`src/rtl/instr_mem_loader.sv`:
```
// instr_mem_loader: boot-time byte-stream loader that assembles little-endian words
// into the instruction RAM from BASE_ADDR upward while holding the CPU in reset.
module instr_mem_loader #(
    parameter int A_WIDTH = 32,
    parameter logic [A_WIDTH-1:0] BASE_ADDR = 32'hBFC00000,
    parameter int LEN_WIDTH = 16
) (
    input  logic               clk,
    input  logic               rst_n,
    input  logic               start,
    input  logic               in_valid,
    input  logic [7:0]         in_data,
    output logic               in_ready,
    output logic               mem_we,
    output logic [A_WIDTH-1:0] mem_addr,
    output logic [31:0]        mem_wdata,
    output logic               cpu_hold,
    output logic               done,
    output logic               err
);
    typedef enum logic [2:0] {IDLE, LEN0, LEN1, DATA, WRITE, CSUM, DONE} state_t;
    state_t state, state_n;
    logic [7:0] len_lo;
    logic [LEN_WIDTH-1:0] remaining, len_rx;
    logic [1:0] idx;
    logic [31:0] shift, csum, word;
    logic [A_WIDTH-1:0] addr;
    logic hs;
    assign in_ready = state inside {LEN0, LEN1, DATA, CSUM};
    assign hs = in_valid & in_ready;
    assign word = {in_data, shift[31:8]};
    assign len_rx = LEN_WIDTH'({in_data, len_lo});
    always_comb begin
        state_n = state;
        case (state)
            IDLE:    state_n = start ? LEN0 : IDLE;
            LEN0:    state_n = hs ? LEN1 : LEN0;
            LEN1:    state_n = hs ? ((len_rx == '0) ? CSUM : DATA) : LEN1;
            DATA:    state_n = (hs && idx == 2'd3) ? WRITE : DATA;
            WRITE:   state_n = (remaining == LEN_WIDTH'(1)) ? CSUM : DATA;
            CSUM:    state_n = (hs && idx == 2'd3) ? DONE : CSUM;
            DONE:    state_n = IDLE;
            default: state_n = IDLE;
        endcase
    end
    always_ff @(posedge clk or negedge rst_n) begin
        if (!rst_n) begin
            state     <= IDLE;
            len_lo    <= '0;
            remaining <= '0;
            idx       <= '0;
            shift     <= '0;
            csum      <= '0;
            addr      <= BASE_ADDR;
            mem_we    <= 1'b0;
            mem_addr  <= BASE_ADDR;
            mem_wdata <= '0;
            cpu_hold  <= 1'b0;
            done      <= 1'b0;
            err       <= 1'b0;
        end else begin
            state  <= state_n;
            mem_we <= state_n == WRITE;
            done   <= state_n == DONE;
            if (state == IDLE && start) begin
                addr     <= BASE_ADDR;
                csum     <= '0;
                err      <= 1'b0;
                cpu_hold <= 1'b1;
            end
            if (state_n == DONE) cpu_hold <= 1'b0;
            if (hs) begin
                shift <= word;
                idx   <= idx + 2'd1;
            end
            if (state == LEN0 && hs) len_lo <= in_data;
            // byte index restarts once the header is complete, then wraps every 4 bytes
            if (state == LEN1 && hs) begin
                remaining <= len_rx;
                idx       <= '0;
            end
            if (state == DATA && hs && idx == 2'd3) begin
                mem_addr  <= addr;
                mem_wdata <= word;
            end
            if (state == WRITE) begin
                csum      <= csum ^ mem_wdata;
                addr      <= addr + A_WIDTH'(4);
                remaining <= remaining - LEN_WIDTH'(1);
            end
            if (state == CSUM && hs && idx == 2'd3) err <= word != csum;
        end
    end
endmodule

```
`config.mk`:
```
export PLATFORM = sky130hd
export DESIGN_NAME = instr_mem_loader
export DESIGN_NICKNAME = d
export VERILOG_FILES = /design/src/rtl/instr_mem_loader.sv
export SDC_FILE = /design/constraint.sdc
export NUM_CORES = 1
export LEC_CHECK = 0
export CORE_ASPECT_RATIO = 0.6
export CORE_MARGIN = 10
export CORE_UTILIZATION = 30
export DETAILED_ROUTE_END_ITERATION = 16
export GPL_TIMING_DRIVEN = 0
export HOLD_SLACK_MARGIN = 0.15
export PLACE_DENSITY = 0.48
export SYNTH_ARGS = -nofsm -noshare
export SYNTH_HDL_FRONTEND = slang
export SYNTH_SLANG_ARGS = --single-unit
```
`constraint.sdc`:
```
create_clock -name clk -period 2.15 [get_ports clk]
set_clock_uncertainty 0.2 [all_clocks]
set_input_delay 0.3225 -clock clk [delete_from_list [all_inputs] [get_ports clk]]
set_output_delay 0.3225 -clock clk [all_outputs]
set_load 0.02 [all_outputs]
```
==> results of run 1 <==
[worst paths after layout]
| kind | from | end | slack, ns | depth (start not counted) |
|---|---|---|---|---|
| max in group asynchronous | rst_n | remaining[3] | 0.58 | 3 |
| setup reg to reg | remaining[0] | remaining[12] | -0.10 | 7 |
| hold / removal | rst_n | mem_addr[30] | 0.22 | 2 |
| min in group clk | remaining[11] | remaining[11] | 0.30 | 2 |
| hold reg to reg | remaining[11] | remaining[11] | 0.30 | 2 |
| setup / recovery | remaining[0] | remaining[12] | -0.10 | 7 |
[per-layer routing]
metal  up-vias  wire length (um)
li1       2757                 -
met1      2897             12200
met2        83              8750
met3         8               771
met4         0               168
met5         -                 0
[sequential cells by signal, summed over array words and instances, names as in the netlist, 2 cells and up]
signal / cells
len_lo: 8
shift: 24
csum: 32
state: 3
mem_addr: 30
idx: 2
remaining: 16
mem_wdata: 32
addr: 30
[repair_timing]
item	in CTS	in global routing
setup endpoints to repair	171	117
setup buffers	14	19
gates resized for setup	44	41
hold buffers	3	0
cloned	0	0
endpoints found under the hold margin	73	0
pin swaps	8	8
[cells in the final DEF, fill, tap and decap left out, types with 5 or more instances in the layout]
master           netlist  layout
mux2i_1               14      14
o31ai_1                6       6
xnor2_1               32      32
buf_4                  2      33
nor3_1                 9       7
and3_1                 8       7
mux2_2                95      94
a211oi_1               5       5
buf_2                 10       7
nor2_1                26      23
nand3_1               55      52
nand2_1               66      64
nor4_1                 9       6
o211ai_1               5       5
clkdlybuf4s50_1        0      74
buf_6                  0       5
clkbuf_2               0      13
dfrtp_2                0       6
dfrtp_1              163     157
dfstp_2               18      18
clkbuf_16              0      17
o21ai_0               55      53
a31oi_1                6       6
nand4_1               16      16
a21oi_1               14      13
[per-stage QoR]
stage / setup TNS (ns) / cells
floorplan: -0.00726 / 680
global placement: -1347.44 / 1117
detailed placement: -53.35 / 1118
CTS: -0.428 / 1167
global route: -0.467 / 1186
finish: -0.183 / 1186
[cell type report]
cell class | instances | area (sq um)
flip-flops and latches | 181 | 4560
inverters | 6 | 22.5
plain buffers | 28 | 171
fillers | 2569 | 15900
multi-input cells | 465 | 3450
clock inverters | 13 | 171
well taps | 360 | 450
repair buffers | 114 | 1120
clock buffers | 19 | 443
[power groups by stage]
stage | Clock (mW) | Combinational [mW] | Sequential, mW
after floorplan | 0 | 2.02 | 5.99
after global placement | 0 | 3.95 | 5.88
after detailed placement | 0 | 4.00 | 5.86
after CTS | 3.39 | 4.19 | 5.84
after global routing | 3.55 | 4.79 | 6.06
final | 3.32 | 4.39 | 5.86
[critical path, stage by stage, from the launching register on]
cell and delay [ns]:
dfrtp_1 0.41, inv_2 0.09, ha_4 0.13, or3b_4 0.41, or4_4 0.47, nand2_1 0.09
nand2_1 0.05, a221o_1 0.29
[kinds of logic after synthesis]
group | count (synthesis) | synth area share
simple gates | 214 | 0.139
xor+xnor | 32 | 0.0351
buf+inv | 34 | 0.0185
fa+ha+maj | 4 | 0.00628
compound gates | 104 | 0.0780
mux | 109 | 0.152
flops | 181 | 0.571
other cells | 1 | 0.000470
==> results.cfg, run 1 <==
[pwr]
power_mw = 13.6
p_int_mw = 8.81
seq_power_share = 0.432
switching_share = 0.350
net-switching-power_mw = 4.75
ir_drop_mv = 0.497
comb_power_share = 0.324
power.leakage_nw = 4.33
clockPowerShare = 0.245
powerDensity_mw_per_mm2 = 1300

[setup_path]
critPathKind = reg2reg
critical_path.max_fanout = 4
worstSetupEndpointType = flip-flop
cp.arrival_ns = 2.38
startpoint_type = flip-flop
worstPathRequired_ns = 2.27

[synth]
synth_edf_count = 0
async_flop_share = 1.00
synthesis.area_sq_mm = 0.00798
yosysMostFrequentCell = dfrtp_1
seq_area_frac_synth = 0.571
synthTopCellsByArea = dfrtp_1, mux2_2, dfstp_2
ys_ff_latch = 181
synthCells = 679
syn_avg_cell_area_sq_um = 11.7
netlist.area_leader.share = 0.511
synth_flop_cell = dfrtp_1
synth_commonest_cells = dfrtp_1, mux2_2, nand2_1
ys_types = 46
yosysWarnings = 0
yosys.area.top_type = dfrtp_1

[cells_and_area]
n_antenna_cell = 0
fin_area_sq_mm = 0.0104
finish.utilization = 0.395
area_growth_pct = 30.4
nets = 829
drive_above_1_share = 0.303

[clocking]
clock-sinks = 181
clkLatencyLatePin_ns = 0.44
htree_levels = 4
path_clk_slew_ns = 0.07
cts.path.max_buffers = 2
ctsRootBufferMaster = clkbuf_16
cts_buffers = 17
cts_tree = built

[global_routing]
track_usage = 0.132
grt_pass1_vias = 5684
use_met1 = 0.208
grt_max_degree = 113
grt_pass1_wl_um = 34900
antenna_found_initial = 0
use_met2 = 0.172
overflow = 0
grt-busiest-layer = met1
use_met3 = 0.0325

[drt]
totalWireLength_um = 21900
post_drt_wl_per_cell_um = 18.5
drtIter0Drc = 493
drtPass1Iterations = 5
ant_nets = 0
vias = 5745
drc = 0
routed_via_density = 4.84

[floorplanning]
io_pins = 81
core_region_area_sq_mm = 0.0263
die_h_um = 146
dieWidth_um = 230
std_cell_rows = 46
initial_core_util = 0.303
die-area_sq_mm = 0.0337

[sta]
whs_ns = 0.216
slew_headroom = 0.599
drv_slew = 0
max_freq_ghz = 0.444
worst_pin_slew_ns = 0.602
setup_viol = 3
hold_viol = 0
period_minus_slack_ns = 2.25
setup_slack_ns = -0.104
fin_crit_sh = 1.05
rsz0062_at_grt = true

[hold_path]
min_path_type = in2async

[outcome]
violations = negative setup slack
outcome = finished with violations

[placed_design]
io_buffers = 77
gp_congestion = 0.815
dpl_worst_slack_ns = -0.547
dp_hpwl_um = 15100
placed_area_sq_mm = 0.00924

[job]
max_cap_violations = 0
(Power assumes the default switching activity.)
==> inputs of run 2 (changes only) <==
--- a/config.mk
+++ b/config.mk
@@ -8,9 +8,11 @@
 export CORE_ASPECT_RATIO = 0.6
 export CORE_MARGIN = 10
 export CORE_UTILIZATION = 30
+export CTS_CLUSTER_DIAMETER = 30
 export DETAILED_ROUTE_END_ITERATION = 16
 export GPL_TIMING_DRIVEN = 0
 export HOLD_SLACK_MARGIN = 0.15
+export MAX_ROUTING_LAYER = met4
 export PLACE_DENSITY = 0.48
 export SYNTH_ARGS = -nofsm -noshare
 export SYNTH_HDL_FRONTEND = slang
==> results.cfg, run 2 (synthesized netlist as in run 1, its figures left out) <==
[setup_path]
slowest_stage = or4_4
reg2reg_depth = 7
cp_common_cell = nand2_1
cp.arrival_ns = 2.37
startpoint_type = flip-flop
worstSetupEndpointType = flip-flop
cp_cell_sequence = inv_2 -> ha_4 -> or3b_4 -> or4_4 -> nand2_1 -> nand2_1 -> a221o_1
critPathKind = reg2reg
r2r-end = remaining[12]
critical_path.max_fanout = 4
regToRegSetupSlack_ns = -0.1
worstPathRequired_ns = 2.27
slowest_delay_ns = 0.47
r2r-start = remaining[0]

[drt]
routed_via_density = 4.85
totalWireLength_um = 22000
post_drt_wl_per_cell_um = 18.5
ant_nets = 0
drtIter0Drc = 508
vias = 5751
drc = 0
drtPass1Iterations = 5

[pwr]
clockPowerShare = 0.245
switching_share = 0.350
power.leakage_nw = 4.33
comb_power_share = 0.323
ir_drop_mv = 0.497
net-switching-power_mw = 4.75
powerDensity_mw_per_mm2 = 1300
power_mw = 13.6
p_int_mw = 8.81
seq_power_share = 0.432

[cells_and_area]
finish.utilization = 0.395
regArea_sq_mm = 0.00456
multi_input_area_sq_mm = 0.00345
reg_top3 = csum: 32 flops, mem_wdata: 32 flops
area_growth_pct = 30.4
n_fill_cell = 2569
nets = 829
layout_common_cells = dfrtp_1, mux2_2, clkdlybuf4s50_1, nand2_1, o21ai_0
drive_above_1_share = 0.303
final_common_cell = dfrtp_1
n_antenna_cell = 0

[placed_design]
dpl_worst_slack_ns = -0.547
dp_hpwl_um = 15100
io_buffers = 77
gp_congestion = 0.827

[floorplanning]
die_h_um = 146
std_cell_rows = 46
initial_core_util = 0.303
dieWidth_um = 230
io_pins = 81
core_region_area_sq_mm = 0.0263
die-area_sq_mm = 0.0337

[sta]
fin_crit_sh = 1.05
rsz0062_at_grt = true
setup_viol = 4
max_freq_ghz = 0.445
whs_ns = 0.219
drv_slew = 0
finalSetupTns_ns = -0.200
hold_viol = 0
worst_pin_slew_ns = 0.606
setup_slack_ns = -0.0972
period_minus_slack_ns = 2.25
slew_headroom = 0.596

[clocking]
cts_buffers = 17
path_clk_slew_ns = 0.07
htree_levels = 4
ctsRootBufferMaster = clkbuf_16
cts_tree = built
clock-sinks = 181
clkLatencyLatePin_ns = 0.44
cts.path.max_buffers = 2

[outcome]
violations = negative setup slack
outcome = finished with violations

[job]
max_cap_violations = 0

[global_routing]
grt_pass1_wl_um = 34900
overflow = 0
grt_max_degree = 113
antenna_found_initial = 0
track_usage = 0.136
grt_pass1_vias = 5691

[hold_path]
min_path_type = in2async
## run 2: cell counts in the layout (fill, tap and decap cells not counted)
No cell type changed its count.
## run 2: worst max-delay path, delay by kind of cell, from the launching register on
family | cells | cell delay [ns]
compound gates | 1 | 0.29
fa+ha+maj | 1 | 0.13
buf+inv | 1 | 0.09
flops | 1 | 0.40
simple gates | 4 | 1.02
## run 2: cell type report
cell class,count,area share
sequential,181,0.439
multi-input combinational,465,0.332
timing repair buffer,114,0.108
tap,360,0.0433
clock buffer,19,0.0426
clock inverter,13,0.0165
buffer,28,0.0165
inverter,6,0.00217
## run 2: metrics by stage
stage               area, sq um  instances
CTS                       10200       1167
detailed placement         9240       1118
global route              10400       1186
floorplan                  7980        680
finish                    10400       1186
global placement           9200       1117
## run 2: how the worst max path moves through the flow
stage	startpoint	end	slack, ns	cells past startpoint
4_1_cts	remaining[0]	remaining[12]	-0.10	7
3_5_place_dp	state[1]	mem_wdata[13]	-0.55	5
6_report	remaining[0]	remaining[12]	-0.1	7
2_1_floorplan	remaining[7]	remaining[12]	-0.007	5
5_1_grt	remaining[1]	remaining[12]	-0.15	7
3_3_place_gp	rst_n	mem_wdata[18]	-7.41	1
## run 2: power by group through the flow
stage          Combinational, mW  Sequential, mW  Clock (mW)
6_report                    4.38            5.86        3.32
4_1_cts                     4.19            5.84        3.39
3_3_place_gp                3.95            5.88           0
2_1_floorplan               2.02            5.99           0
3_5_place_dp                4.00            5.86           0
5_1_grt                     4.78            6.06        3.55
## run 2: per-layer routing
metal	up-vias	GRT usage	wire length, um
met5	-	-	0
met4	0	0.0314	168
met3	8	0.0275	672
met2	97	0.173	8790
met1	2888	0.210	12300
li1	2758	-	-
## run 2: repair_timing
item,in CTS,in global routing
endpoints found under the hold margin,73,0
pin swaps,8,8
setup endpoints to repair,171,117
resized for setup,44,41
hold buffers,3,0
setup buffers,14,19
